===== src/rtl/vx_wctl_recv.sv =====
// Warp-control receiver: per-warp active/thread masks, IPDOM split/join stacks,
// barrier arrival tracking and PC redirect generation, one command per cycle.
module vx_wctl_recv #(
  parameter int NUM_WARPS    = 4,
  parameter int NUM_THREADS  = 4,
  parameter int NUM_BARRIERS = 4,
  parameter int IPDOM_DEPTH  = 4,
  parameter int XLEN         = 32
) (
  input  logic                            clk,
  input  logic                            reset,
  input  logic                            wctl_valid,
  input  logic [$clog2(NUM_WARPS)-1:0]    wctl_wid,
  input  logic                            tmc_valid,
  input  logic [NUM_THREADS-1:0]          tmc_tmask,
  input  logic                            wspawn_valid,
  input  logic [NUM_WARPS-1:0]            wspawn_wmask,
  input  logic [XLEN-1:0]                 wspawn_pc,
  input  logic                            split_valid,
  input  logic                            split_is_dvg,
  input  logic [NUM_THREADS-1:0]          split_then_tmask,
  input  logic [NUM_THREADS-1:0]          split_else_tmask,
  input  logic [XLEN-1:0]                 split_next_pc,
  input  logic                            join_valid,
  input  logic                            join_is_dvg,
  input  logic                            bar_valid,
  input  logic [$clog2(NUM_BARRIERS)-1:0] bar_id,
  input  logic [$clog2(NUM_WARPS)-1:0]    bar_size_m1,
  output logic [NUM_WARPS-1:0]            active_mask,
  output logic [NUM_WARPS-1:0]            stalled_mask,
  input  logic [$clog2(NUM_WARPS)-1:0]    tmask_rd_wid,
  output logic [NUM_THREADS-1:0]          tmask_rd,
  output logic                            pc_upd_valid,
  output logic [NUM_WARPS-1:0]            pc_upd_wmask,
  output logic [XLEN-1:0]                 pc_upd_pc,
  output logic                            err_ovf,
  output logic                            err_unf
);

  localparam int WW = $clog2(NUM_WARPS);
  localparam int PW = $clog2(IPDOM_DEPTH);
  localparam int OW = $clog2(IPDOM_DEPTH + 1);

  typedef struct packed {
    logic [NUM_THREADS-1:0] tmask;
    logic [XLEN-1:0]        pc;
    logic                   fall;
  } ipdom_ent_t;

  logic [NUM_WARPS-1:0]   active_q, active_d;
  logic [NUM_WARPS-1:0]   stalled_q, stalled_d;
  logic [NUM_THREADS-1:0] tmask_q [NUM_WARPS];
  logic [NUM_THREADS-1:0] tmask_d [NUM_WARPS];
  logic [OW-1:0]          occ_q [NUM_WARPS];
  logic [OW-1:0]          occ_d [NUM_WARPS];
  ipdom_ent_t             stk_q [NUM_WARPS][IPDOM_DEPTH];
  ipdom_ent_t             stk_d [NUM_WARPS][IPDOM_DEPTH];
  logic [WW-1:0]          bar_cnt_q [NUM_BARRIERS];
  logic [WW-1:0]          bar_cnt_d [NUM_BARRIERS];
  logic [NUM_WARPS-1:0]   bar_mask_q [NUM_BARRIERS];
  logic [NUM_WARPS-1:0]   bar_mask_d [NUM_BARRIERS];
  logic                   pc_upd_valid_q, pc_upd_valid_d;
  logic [NUM_WARPS-1:0]   pc_upd_wmask_q, pc_upd_wmask_d;
  logic [XLEN-1:0]        pc_upd_pc_q, pc_upd_pc_d;
  logic                   err_ovf_q, err_ovf_d;
  logic                   err_unf_q, err_unf_d;

  logic [NUM_WARPS-1:0]   wid_oh;
  logic [OW-1:0]          cur_occ;
  ipdom_ent_t             top;

  always_comb begin
    active_d       = active_q;
    stalled_d      = stalled_q;
    tmask_d        = tmask_q;
    occ_d          = occ_q;
    stk_d          = stk_q;
    bar_cnt_d      = bar_cnt_q;
    bar_mask_d     = bar_mask_q;
    pc_upd_valid_d = 1'b0;
    pc_upd_wmask_d = pc_upd_wmask_q;
    pc_upd_pc_d    = pc_upd_pc_q;
    err_ovf_d      = err_ovf_q;
    err_unf_d      = err_unf_q;

    wid_oh           = '0;
    wid_oh[wctl_wid] = 1'b1;
    cur_occ          = occ_q[wctl_wid];
    // Index wraps harmlessly when the stack is empty; top is only used when occupied.
    top              = stk_q[wctl_wid][PW'(cur_occ - OW'(1))];

    if (wctl_valid) begin
      if (tmc_valid) begin
        tmask_d[wctl_wid]  = tmc_tmask;
        active_d[wctl_wid] = (tmc_tmask != '0);
      end else if (wspawn_valid) begin
        for (int unsigned w = 0; w < NUM_WARPS; w++) begin
          if (wspawn_wmask[w]) begin
            active_d[w] = 1'b1;
            tmask_d[w]  = NUM_THREADS'(1);
          end
        end
        pc_upd_valid_d = 1'b1;
        pc_upd_wmask_d = wspawn_wmask;
        pc_upd_pc_d    = wspawn_pc;
      end else if (split_valid) begin
        if (split_is_dvg) begin
          if (cur_occ <= OW'(IPDOM_DEPTH - 2)) begin
            stk_d[wctl_wid][PW'(cur_occ)] =
              '{tmask: tmask_q[wctl_wid], pc: '0, fall: 1'b1};
            stk_d[wctl_wid][PW'(cur_occ + OW'(1))] =
              '{tmask: split_else_tmask, pc: split_next_pc, fall: 1'b0};
            occ_d[wctl_wid]   = cur_occ + OW'(2);
            tmask_d[wctl_wid] = split_then_tmask;
          end else begin
            err_ovf_d = 1'b1;
          end
        end
      end else if (join_valid) begin
        if (join_is_dvg) begin
          if (cur_occ == '0) begin
            err_unf_d = 1'b1;
          end else begin
            occ_d[wctl_wid]   = cur_occ - OW'(1);
            tmask_d[wctl_wid] = top.tmask;
            if (!top.fall) begin
              pc_upd_valid_d = 1'b1;
              pc_upd_wmask_d = wid_oh;
              pc_upd_pc_d    = top.pc;
            end
          end
        end
      end else if (bar_valid) begin
        if (bar_cnt_q[bar_id] == bar_size_m1) begin
          stalled_d          = stalled_q & ~bar_mask_q[bar_id];
          bar_cnt_d[bar_id]  = '0;
          bar_mask_d[bar_id] = '0;
        end else begin
          bar_mask_d[bar_id] = bar_mask_q[bar_id] | wid_oh;
          bar_cnt_d[bar_id]  = bar_cnt_q[bar_id] + WW'(1);
          stalled_d[wctl_wid] = 1'b1;
        end
      end
    end
  end

  always_ff @(posedge clk) begin
    if (!reset) begin
      active_q       <= NUM_WARPS'(1);
      stalled_q      <= '0;
      for (int unsigned w = 0; w < NUM_WARPS; w++) begin
        tmask_q[w] <= (w == 0) ? '1 : '0;
        occ_q[w]   <= '0;
        for (int unsigned e = 0; e < IPDOM_DEPTH; e++) begin
          stk_q[w][e] <= '0;
        end
      end
      for (int unsigned b = 0; b < NUM_BARRIERS; b++) begin
        bar_cnt_q[b]  <= '0;
        bar_mask_q[b] <= '0;
      end
      pc_upd_valid_q <= 1'b0;
      pc_upd_wmask_q <= '0;
      pc_upd_pc_q    <= '0;
      err_ovf_q      <= 1'b0;
      err_unf_q      <= 1'b0;
    end else begin
      active_q       <= active_d;
      stalled_q      <= stalled_d;
      tmask_q        <= tmask_d;
      occ_q          <= occ_d;
      stk_q          <= stk_d;
      bar_cnt_q      <= bar_cnt_d;
      bar_mask_q     <= bar_mask_d;
      pc_upd_valid_q <= pc_upd_valid_d;
      pc_upd_wmask_q <= pc_upd_wmask_d;
      pc_upd_pc_q    <= pc_upd_pc_d;
      err_ovf_q      <= err_ovf_d;
      err_unf_q      <= err_unf_d;
    end
  end

  assign active_mask  = active_q;
  assign stalled_mask = stalled_q;
  assign tmask_rd     = tmask_q[tmask_rd_wid];
  assign pc_upd_valid = pc_upd_valid_q;
  assign pc_upd_wmask = pc_upd_wmask_q;
  assign pc_upd_pc    = pc_upd_pc_q;
  assign err_ovf      = err_ovf_q;
  assign err_unf      = err_unf_q;

endmodule


===== config.mk =====
export PLATFORM = sky130hd
export DESIGN_NAME = vx_wctl_recv
export DESIGN_NICKNAME = d
export VERILOG_FILES = /design/src/rtl/vx_wctl_recv.sv
export SDC_FILE = /design/constraint.sdc
export NUM_CORES = 2
export LEC_CHECK = 0
export BUFFER_PORTS_ARGS = -buffer_cell sky130_fd_sc_hd__buf_2
export CAP_MARGIN = 20
export CORE_ASPECT_RATIO = 0.6
export CORE_MARGIN = 2
export CORE_UTILIZATION = 64
export CTS_BUF_LIST = sky130_fd_sc_hd__clkbuf_8
export CTS_CLUSTER_DIAMETER = 50
export DETAILED_ROUTE_END_ITERATION = 12
export PLACE_DENSITY_LB_ADDON = 0.15
export SLEW_MARGIN = 15
export SYNTH_ARGS = -nofsm -noshare
export SYNTH_HDL_FRONTEND = slang
export SYNTH_SLANG_ARGS = --single-unit

===== constraint.sdc =====
create_clock -name clk -period 5.25 [get_ports clk]
set_input_delay 1.05 -clock clk [delete_from_list [all_inputs] [get_ports clk]]
set_output_delay 1.05 -clock clk [all_outputs]
set_load 0.05 [all_outputs]

==> qor.yml <==
worst_setup_path:
  path_class: "input port to register"
  critPathLaunchType: "input port"
  crit_cells: 9
  cpLargestDelayFamily: "buffers and inverters"
  cp_cell_sequence: "buf_6, mux4_2, buf_4, ha_1, inv_1, nor4_4, buf_4, a22oi_1, nor2_1"
  cpPeakStageDelay_ps: 740
  crit_arrival_ps: 4490
  critPathBufInv: 4
  endpoint_kind: "register"
  cp.required_ps: 5850
  reg2reg_depth: 8
  critical-path-slowest-cell: "buf_4"
  crit_fanout: 44
  crit_top_cell: "buf_4"
die:
  die_w_um: 285
  rows: 61
  core_um2: 46500
  die_y_um: 172
  ios: 149
  dieArea_um2: 49000
  start_util_pct: 65.0
sta:
  finalSetupViolations: 0
  fmax_ghz: 0.257
  tightest_slew_ps: 1140
  clock-skew-final_ps: 29.6
  tns_ps: 0
  rsz0062_at_grt: "false"
  final.setup.worst_slack_ps: 1360
  period_share_pct: 74.1
  period_minus_slack_ps: 3890
  report.final.slew_viol_count: 0
  hold_viol_final: 0
  slew_headroom_pct: 23.4
worst_hold_path:
  hold_depth: 2
  hp-class: "register to register"
cts:
  clk_latency_ps: 710
  post-cts-setup-buffers: 0
  cts_buffer_depth: 3
  cts_tree: "yes"
  root_buffer: "clkbuf_8"
  hold_buffers: 0
  cts.clk_slew.worst_paths_ps: 70
  cts_resized: 0
  cts_made_buffers: 97
  htreeDepth: 3
  cts.sinks: 691
routing:
  initialDrtViolationCount: 3955
  wl_per_cell_um: 26.0
  drc_errors: 0
  antenna_left: 0
  vias_per_cell: 7.06
  drt-total-wl_um: 96500
  firstDrtPassIters: 8
  vias: 26200
cells_and_area:
  nNetsFinal: 3113
  area_delta_synth_final_pct: 9.88
  drive_gt1_share_pct: 20.8
placement:
  hpwl_um: 56700
  gp_congestion: 0.910
  portBuffers: 148
  pre_cts_ws_ps: 780
synthesis:
  synth.area.top_cells: "dfxtp_1, mux4_2, a22oi_1, nand2_1, nor2_1"
  yosysSeqAreaShare_pct: 45.8
  yosys.area.top_type: "dfxtp_1"
  synth_seq_cells: 691
  yosys.area.top_type_share_pct: 45.8
  netlist-cell-type-count: 70
  synth-main-ff-cell: "dfxtp_1"
  synth.cell_area_um2: 30200
  synth_nets: 3115
  ys.warnings.count: 0
  synthCells: 3009
  async_flop_share_pct: 0
  synth.avg_cell_area_um2: 10.0
  synth-edff-count: 0
grt:
  grt_max_degree: 187
  grt_pass1_vias: 24800
  antenna_found_initial: 3
  gr-total-overflow: 0
  grt_pass1_wl_um: 146000
  grtUsageTotal_pct: 38.6
run:
  drv_cap: 0
run_status:
  status: "completed"
pwr:
  p_per_area_nw_per_um2: 310
  total_leakage_power_nw: 11.7
  vdd_drop_max_mv: 0.238
## per-layer routing
metal  vias up  GRT usage, %  wire [um]
met3       240          15.3      15600
met4         0          13.1       3010
met2      2007          55.9      40600
li1      11200             -          -
met1     12800          52.8      37300
met5         -             0          0
## cells in the final DEF, fill, tap and decap left out, types with 9 or more instances in the layout
cell type	synthesis	layout
a21oi_1	89	88
a22o_1	44	44
a22oi_1	278	278
a311oi_2	26	26
a32o_1	14	14
buf_12	0	9
buf_2	76	145
buf_4	6	68
clkbuf_8	0	128
clkinv_2	0	12
dfxtp_1	691	691
inv_1	16	40
mux2i_1	53	53
mux4_2	198	198
nand2_1	372	370
nand3_1	92	92
nand4_1	44	44
nor2_1	342	340
nor3_1	17	15
nor4_1	33	33
nor4_4	5	9
o21ai_0	78	78
o21bai_1	33	33
o22ai_1	106	106
o31ai_1	33	33
## state kept, by name, indices dropped and copies added (netlist names)
name,count
tmask_q,16
err_unf,1
pc_upd_wmask,4
active_mask,4
stalled_mask,4
occ_q,12
pc_upd_pc,32
bar_mask_q,16
stk_q,592
err_ovf,1
pc_upd_valid,1
bar_cnt_q,8
## worst register-to-register path, stage by stage, from the launching register on
cell and delay, ps:
dfxtp_1 360, mux4_2 260, buf_4 740, ha_1 630, inv_1 330, nor4_4 370
buf_4 600, a22oi_1 190, nor2_1 130
## cell families (layout without fill, tap and decap cells)
group	count (synthesis)	after routing	share of synthesized area (%)
and+or+nand+nor	944	944	13.7
AOI/OAI and AO/OA	760	760	18.5
DFF	691	691	45.8
buffers and inverters	346	417	4.91
muxes	256	256	16.7
adders and majority gates	8	8	0.331
xor gates and xnor gates	4	4	0.116
other	0	3	0
## where the power goes
| group | switching [mW] | total, mW | internal [mW] | leakage, nW |
|---|---|---|---|---|
| logic | 0.492 | 0.673 | 0.180 | 4.99 |
| registers | 0.0152 | 5.28 | 5.27 | 5.57 |
| clock network | 2.12 | 4.36 | 2.24 | 1.14 |
| total | 2.62 | 10.3 | 7.69 | 11.7 |
## cells in the mapped netlist, types with 26 or more instances
library cell	number
dfxtp_1	691
nand2_1	372
nor2_1	342
a22oi_1	278
clkbuf_1	216
mux4_2	198
o22ai_1	106
nand3_1	92
a21oi_1	89
o21ai_0	78
buf_2	76
mux2i_1	53
a22o_1	44
nand4_1	44
nor4_1	33
o21bai_1	33
o31ai_1	33
a311oi_2	26
## final cells by class
class / instances / area, um2
multi-input combinational: 1972 / 15000
clock buffer: 128 / 1760
tap: 630 / 788
timing repair buffer: 225 / 1460
antenna: 3 / 7.51
sequential: 691 / 13800
inverter: 20 / 82.6
fill: 3408 / 13300
clock inverter: 44 / 251
## through the flow
| stage | std cells | instance area [um2] | total power, mW | hold WS (ps) | utilization (%) |
|---|---|---|---|---|---|
| 2_1_floorplan | 3009 | 30200 | 5.86 | 429 | - |
| 5_1_grt | 3711 | 33200 | 10.6 | 468 | 71.4 |
| 3_3_place_gp | 3538 | 31200 | 6.04 | 436 | 67.1 |
| 3_5_place_dp | 3538 | 31200 | 6.05 | 444 | 67.1 |
| 4_1_cts | 3710 | 33200 | 10.3 | 452 | 71.4 |
| 6_report | 3713 | 33200 | 10.3 | 451 | 71.5 |
## final timing paths
path                           from                      end  slack (ps)
max                     wctl_wid[0]  stk_q[509]$_SDFFE_PN0P_        1360
min          stk_q[17]$_SDFFE_PN0P_   stk_q[17]$_SDFFE_PN0P_         450
max reg2reg   occ_q[9]$_SDFFE_PN0P_  stk_q[509]$_SDFFE_PN0P_        1560
min reg2reg  stk_q[17]$_SDFFE_PN0P_   stk_q[17]$_SDFFE_PN0P_         450
Power figures use the tool's default switching activity.
